===== config.mk =====
export PLATFORM = sky130hd
export DESIGN_NAME = conv_wb_addr
export DESIGN_NICKNAME = d
export VERILOG_FILES = /design/src/rtl/conv_wb_addr.sv
export SDC_FILE = /design/constraint.sdc
export NUM_CORES = 1
export LEC_CHECK = 0
export BUFFER_PORTS_ARGS = -buffer_cell sky130_fd_sc_hd__clkbuf_2
export CORE_ASPECT_RATIO = 0.5
export CORE_UTILIZATION = 47
export DETAILED_ROUTE_END_ITERATION = 12
export PLACE_DENSITY_LB_ADDON = 0.25
export SLEW_MARGIN = 40
export SYNTH_ARGS = -nofsm -noshare
export SYNTH_HDL_FRONTEND = slang
export SYNTH_SLANG_ARGS = --single-unit

===== constraint.sdc =====
create_clock -name clk -period 5.9 [get_ports clk]
set_clock_uncertainty 0.1 [all_clocks]
set_input_delay 0.885 -clock clk [delete_from_list [all_inputs] [get_ports clk]]
set_output_delay 0.885 -clock clk [all_outputs]
set_load 0.005 [all_outputs]

===== src/rtl/conv_wb_addr.sv =====
// Write-back address generator: steers each 2x2 conv output tile into the four banks of
// the destination SRAM group (conv1 -> group B, conv2 -> group A), one cycle after acceptance.
module conv_wb_addr #(
  parameter int C1_TILES = 6,
  parameter int C2_TILES = 5,
  parameter int C1_CH    = 4,
  parameter int C2_CH    = 8,
  parameter int ADDR_W   = 6
) (
  input  logic              clk,
  input  logic              rst_n,
  input  logic [3:0]        state,
  input  logic              conv_valid,
  input  logic [7:0]        conv_data0,
  input  logic [7:0]        conv_data1,
  input  logic [7:0]        conv_data2,
  input  logic [7:0]        conv_data3,
  output logic              sram_wen_a,
  output logic              sram_wen_b,
  output logic [3:0]        sram_wordmask_a,
  output logic [3:0]        sram_wordmask_b,
  output logic [ADDR_W-1:0] sram_waddr_a,
  output logic [ADDR_W-1:0] sram_waddr_b,
  output logic [31:0]       sram_wdata0,
  output logic [31:0]       sram_wdata1,
  output logic [31:0]       sram_wdata2,
  output logic [31:0]       sram_wdata3,
  output logic              layer_done
);

  localparam int TW  = $clog2(C1_TILES > C2_TILES ? C1_TILES : C2_TILES);
  localparam int CHW = $clog2(C1_CH > C2_CH ? C1_CH : C2_CH);
  localparam int AW2 = ADDR_W + 2;

  typedef enum logic [1:0] {IDLE, WR_C1, WR_C2, HOLD} fsm_t;

  fsm_t              fsm_q, fsm_d;
  logic              c2_q, c2_d;
  logic [TW-1:0]     col_q, col_d, row_q, row_d;
  logic [CHW-1:0]    ch_q, ch_d;
  logic              wen_a_q, wen_a_d, wen_b_q, wen_b_d;
  logic [3:0]        mask_a_q, mask_a_d, mask_b_q, mask_b_d;
  logic [ADDR_W-1:0] addr_a_q, addr_a_d, addr_b_q, addr_b_d;
  logic [31:0]       wdata0_q, wdata0_d, wdata1_q, wdata1_d;
  logic [31:0]       wdata2_q, wdata2_d, wdata3_q, wdata3_d;
  logic              done_q, done_d;

  logic [3:0]        act_code;
  logic [TW-1:0]     tiles_m1;
  logic [CHW-1:0]    ch_m1;
  logic [AW2-1:0]    tiles;
  logic              in_wr, accept, last;
  logic [ADDR_W-1:0] addr;
  logic [3:0]        mask;

  always_comb begin
    act_code = c2_q ? 4'd4 : 4'd3;
    tiles_m1 = c2_q ? TW'(C2_TILES - 1) : TW'(C1_TILES - 1);
    ch_m1    = c2_q ? CHW'(C2_CH - 1) : CHW'(C1_CH - 1);
    tiles    = c2_q ? AW2'(C2_TILES) : AW2'(C1_TILES);
    in_wr    = (fsm_q == WR_C1) || (fsm_q == WR_C2);
    accept   = in_wr && conv_valid && (state == act_code);
    last     = (ch_q == ch_m1) && (row_q == tiles_m1) && (col_q == tiles_m1);
    // Channels sharing a word occupy its four byte lanes; every 4 channels start a new map plane.
    addr     = ADDR_W'(AW2'(ch_q >> 2) * tiles * tiles + AW2'(row_q) * tiles + AW2'(col_q));
    mask     = ~(4'b1000 >> ch_q[1:0]);

    fsm_d    = fsm_q;
    c2_d     = c2_q;
    col_d    = col_q;
    row_d    = row_q;
    ch_d     = ch_q;
    wen_a_d  = 1'b1;
    wen_b_d  = 1'b1;
    mask_a_d = 4'hF;
    mask_b_d = 4'hF;
    addr_a_d = '0;
    addr_b_d = '0;
    wdata0_d = '0;
    wdata1_d = '0;
    wdata2_d = '0;
    wdata3_d = '0;
    done_d   = 1'b0;

    case (fsm_q)
      IDLE: begin
        col_d = '0;
        row_d = '0;
        ch_d  = '0;
        if (state == 4'd3) begin
          fsm_d = WR_C1;
          c2_d  = 1'b0;
        end else if (state == 4'd4) begin
          fsm_d = WR_C2;
          c2_d  = 1'b1;
        end
      end
      WR_C1, WR_C2: begin
        if (state != act_code) begin
          fsm_d = IDLE;
          col_d = '0;
          row_d = '0;
          ch_d  = '0;
        end else if (accept) begin
          if (last) begin
            fsm_d = HOLD;
          end else if (col_q != tiles_m1) begin
            col_d = col_q + 1'b1;
          end else begin
            col_d = '0;
            if (row_q != tiles_m1) begin
              row_d = row_q + 1'b1;
            end else begin
              row_d = '0;
              ch_d  = ch_q + 1'b1;
            end
          end
        end
      end
      default: begin
        if (!c2_q && state == 4'd4) begin
          fsm_d = WR_C2;
          c2_d  = 1'b1;
          col_d = '0;
          row_d = '0;
          ch_d  = '0;
        end else if (state != act_code) begin
          fsm_d = IDLE;
        end
      end
    endcase

    if (accept) begin
      if (c2_q) begin
        wen_a_d  = 1'b0;
        mask_a_d = mask;
        addr_a_d = addr;
      end else begin
        wen_b_d  = 1'b0;
        mask_b_d = mask;
        addr_b_d = addr;
      end
      wdata0_d = {4{conv_data0}};
      wdata1_d = {4{conv_data1}};
      wdata2_d = {4{conv_data2}};
      wdata3_d = {4{conv_data3}};
      done_d   = last;
    end
  end

  always_ff @(posedge clk or negedge rst_n) begin
    if (!rst_n) begin
      fsm_q    <= IDLE;
      c2_q     <= 1'b0;
      col_q    <= '0;
      row_q    <= '0;
      ch_q     <= '0;
      wen_a_q  <= 1'b1;
      wen_b_q  <= 1'b1;
      mask_a_q <= 4'hF;
      mask_b_q <= 4'hF;
      addr_a_q <= '0;
      addr_b_q <= '0;
      wdata0_q <= '0;
      wdata1_q <= '0;
      wdata2_q <= '0;
      wdata3_q <= '0;
      done_q   <= 1'b0;
    end else begin
      fsm_q    <= fsm_d;
      c2_q     <= c2_d;
      col_q    <= col_d;
      row_q    <= row_d;
      ch_q     <= ch_d;
      wen_a_q  <= wen_a_d;
      wen_b_q  <= wen_b_d;
      mask_a_q <= mask_a_d;
      mask_b_q <= mask_b_d;
      addr_a_q <= addr_a_d;
      addr_b_q <= addr_b_d;
      wdata0_q <= wdata0_d;
      wdata1_q <= wdata1_d;
      wdata2_q <= wdata2_d;
      wdata3_q <= wdata3_d;
      done_q   <= done_d;
    end
  end

  assign sram_wen_a      = wen_a_q;
  assign sram_wen_b      = wen_b_q;
  assign sram_wordmask_a = mask_a_q;
  assign sram_wordmask_b = mask_b_q;
  assign sram_waddr_a    = addr_a_q;
  assign sram_waddr_b    = addr_b_q;
  assign sram_wdata0     = wdata0_q;
  assign sram_wdata1     = wdata1_q;
  assign sram_wdata2     = wdata2_q;
  assign sram_wdata3     = wdata3_q;
  assign layer_done      = done_q;

endmodule

==> impl_results.md <==
* Drt wl/cell at between 10 and 15 µm
* Hold slack final at roughly 0.43 ns
* CTS tree: done
* RSZ-0062 raised after global routing: no
* # fillers at about 720
* DR vias at 2791
* Clk sink count at 67
* NetSw at 337 µW
* Proportion of layout cells with a drive suffix above 1 at between 40% and 50%
* Fin crit share at a little over two thirds
* Worst r2r src: c2_q$_DFFE_PN0P_
* Final setup TNS at 0 ns
* Gr usage total at ~18%
* Critical path arrival at roughly 4.3 ns
* Leakage power at 2.72 nW
* Crit Path Max Fanout at 22
* CP endpoint kind: flop
* Detail Route Antenna Nets at 0
* Synth cell count leaders: 98 x buf_4, 57 x dfrtp_1, 40 x and3_1
* Aggregate global routing overflow at 0
* Clock tree buffer depth at 2
* Final setup vio count at 0
* Sequential-to-total area share from yosys stat at between 40 and 50%
* Final min period at 4.14 ns
* Register area at roughly 1700 µm²
* Relative slew slack at between 50% and 60%
* Clock latency on the worst-skew pair at 0.33 ns
* Slew Limit Fails at 0
* Buffer count from post-CTS setup fixing at 0
* Worst hold path depth at 1
* Hold_buf cts at 0
* Worst-Margin Slew at roughly 0.7 ns
* Synthesized instance count at 378
* # DRC at 0
* Largest net degree at the start of global routing at between 60 and 70
* Worst Hold Class: reg2reg
* Status: completed
* CTS H-Tree Depth at 3
* Area of the core at ~8100 µm²
* FMAX at approximately 240 MHz
* DP Wirelength at 5990 µm
* Sw frac at 28.0%
* Yosys warnings at 0
* Combinational share of power at a little under a fifth
* Total clock buffers created by CTS at 9
* Setup crit start kind: flop
* Mapped Avg Cell Area at around 11 µm²
* Reg2Reg Setup Slack at approximately 1.8 ns
* Max_cap viols at 0
* Most frequent cell after synthesis: buf_4
* Root Buffer: clkbuf_16
* Total power draw at 1.20 mW
* Multi-input gate area in the final layout at around 1400 µm²
* Vias in the first global route at 2358
* Seq pwr share at about two fifths
* RR Endpoint: sram_waddr_a[5]$_DFF_PN0_
* P_int at a little under 900 µW
* Post-synth top area cell: dfrtp_1
* Clk pin slew, worst setup/hold paths at 0.05 ns
* Layout area overhead at 15.4%
* Post-synth EDFFs at 0
* Final wirelength at between 7000 and 8000 µm
* Max VDD drop at 146 µV
* Via/cell ratio at about 4.7
* Power density cells at between 200 and 300 nW/µm²
* Clock share of power at about two fifths
* R2r worst-path depth at 12
* Placer Congestion at around 0.74
* Final Hold Fails at 0
* WS Path Type: reg2reg
* Synthesized cell area at approximately 4000 µm²
* Unique masters post-synth at between 50 and 60
* Most used flip-flop cell after synthesis: dfrtp_1
* Initial Util at 49.2%
* First-pass iteration count of the detailed router at 4
* Die ar. at around 8900 µm²
* First-pass GRT wire length at ~12000 µm
* Post-synth top area share at 35.7%
* # IOs at 190
* Worst setup path startpoint: c2_q$_DFFE_PN0P_
* Post_cts resized at 0
* Area contributors post-synth: dfrtp_1 36%, buf_4 18%, ha_1 8.2%, dfstp_2 6.6%, and3_1 6.3%
* DIE WIDTH at 132 µm
* Antenna violations before repair at 0
* Worst path required time at about 6 ns
* PortBufs at roughly 190
* #FFs+latches synth at 67
* Die height at about 67 µm
* Synth Net Count at ~450
* Initial DRC Count at about 110
* Critical Path End: sram_waddr_a[5]$_DFF_PN0_
* Fin nets at about 550
* Asr flop ratio synth at 100%
* Antenna Cells at 0
* Num rows at 23
==> cell families after synthesis <==
family,Yosys count,synth area share (%)
flops,67,42.3
fa+ha+maj,34,12.2
buf+inv,131,21.8
simple gates,99,15.0
xor+xnor,6,1.79
other cells,1,0.0940
mux,1,0.251
compound gates,39,6.65
==> layout by cell type, fill, tap and decap left out, drive strengths merged, types with 3 or more instances in the layout <==
cell      instances
and2              3
dfstp            10
nand2b            3
and3             40
clkinvlp          3
a31oi             3
o21ai            12
dfrtp            57
xnor2             4
clkbuf          201
fa                8
ha               26
nand2            17
inv              23
nand3             6
a21oi             9
nor3              3
nor2             14
buf               4
==> power by group through the flow <==
stage	clock network [mW]	registers (mW)	logic [mW]
after floorplan	0	0.493	0.161
final	0.498	0.484	0.220
after CTS	0.509	0.484	0.220
after detailed placement	0	0.492	0.219
after global placement	0	0.492	0.218
after global routing	0.533	0.486	0.247
==> metrics by stage <==
step | utilization, % | std cells | instance area, µm² | setup slack, ns
finish | 56.7 | 590 | 4600 | 1.76
CTS | 56.7 | 590 | 4600 | 1.75
global placement | 53.2 | 574 | 4320 | 1.84
floorplan | - | 378 | 3990 | 1.71
global route | 56.7 | 590 | 4600 | 1.60
detailed placement | 53.2 | 574 | 4320 | 1.79
==> worst max-delay path, cell delays in order, from the launching register on <==
cell,delay [ns]
dfrtp_1,0.34
buf_4,0.28
nand2_1,0.11
fa_1,0.52
fa_1,0.44
fa_1,0.55
inv_1,0.05
fa_1,0.50
fa_1,0.48
a21o_1,0.19
a21oi_1,0.17
xnor2_1,0.11
and3_1,0.19
==> state kept, by name, indices dropped and copies added, names as in the netlist <==
name,flops
col_q,3
c2_q,1
sram_wdata1,8
ch_q,3
sram_wordmask_b,4
sram_wdata0,8
sram_waddr_b,6
row_q,3
sram_wdata2,8
sram_wdata3,8
fsm_q,2
sram_waddr_a,6
sram_wen_b,1
sram_wordmask_a,4
sram_wen_a,1
layer_done,1
==> how the worst min path moves through the flow <==
stage | startpoint | end
detailed placement | fsm_q[1]$_DFFE_PN0P_ | fsm_q[1]$_DFFE_PN0P_
global route | fsm_q[1]$_DFFE_PN0P_ | fsm_q[1]$_DFFE_PN0P_
global placement | fsm_q[0]$_DFFE_PN0P_ | fsm_q[0]$_DFFE_PN0P_
finish | fsm_q[1]$_DFFE_PN0P_ | fsm_q[1]$_DFFE_PN0P_
CTS | fsm_q[1]$_DFFE_PN0P_ | fsm_q[1]$_DFFE_PN0P_
floorplan | fsm_q[1]$_DFFE_PN0P_ | fsm_q[1]$_DFFE_PN0P_
==> metal layers <==
layer / global-route usage (%) / wire, µm / up-vias / part of all wire [%]
met5: 0 / 0 / - / 0
met4: 4.31 / 60 / 0 / 0.76
met3: 5.18 / 325 / 7 / 4.1
met2: 29.2 / 3940 / 76 / 50
met1: 24.0 / 3600 / 1353 / 45
li1: - / - / 1355 / -
==> cell type report <==
class	instances	share of cell area [%]
Clock buffer	13	5.65
Clock inverter	3	0.489
Inverter	23	1.88
Multi-Input combinational cell	180	31.1
Sequential cell	67	36.7
Tap cell	112	3.04
Timing Repair Buffer	192	21.1
No activity file was read; power rests on OpenSTA's default activity.
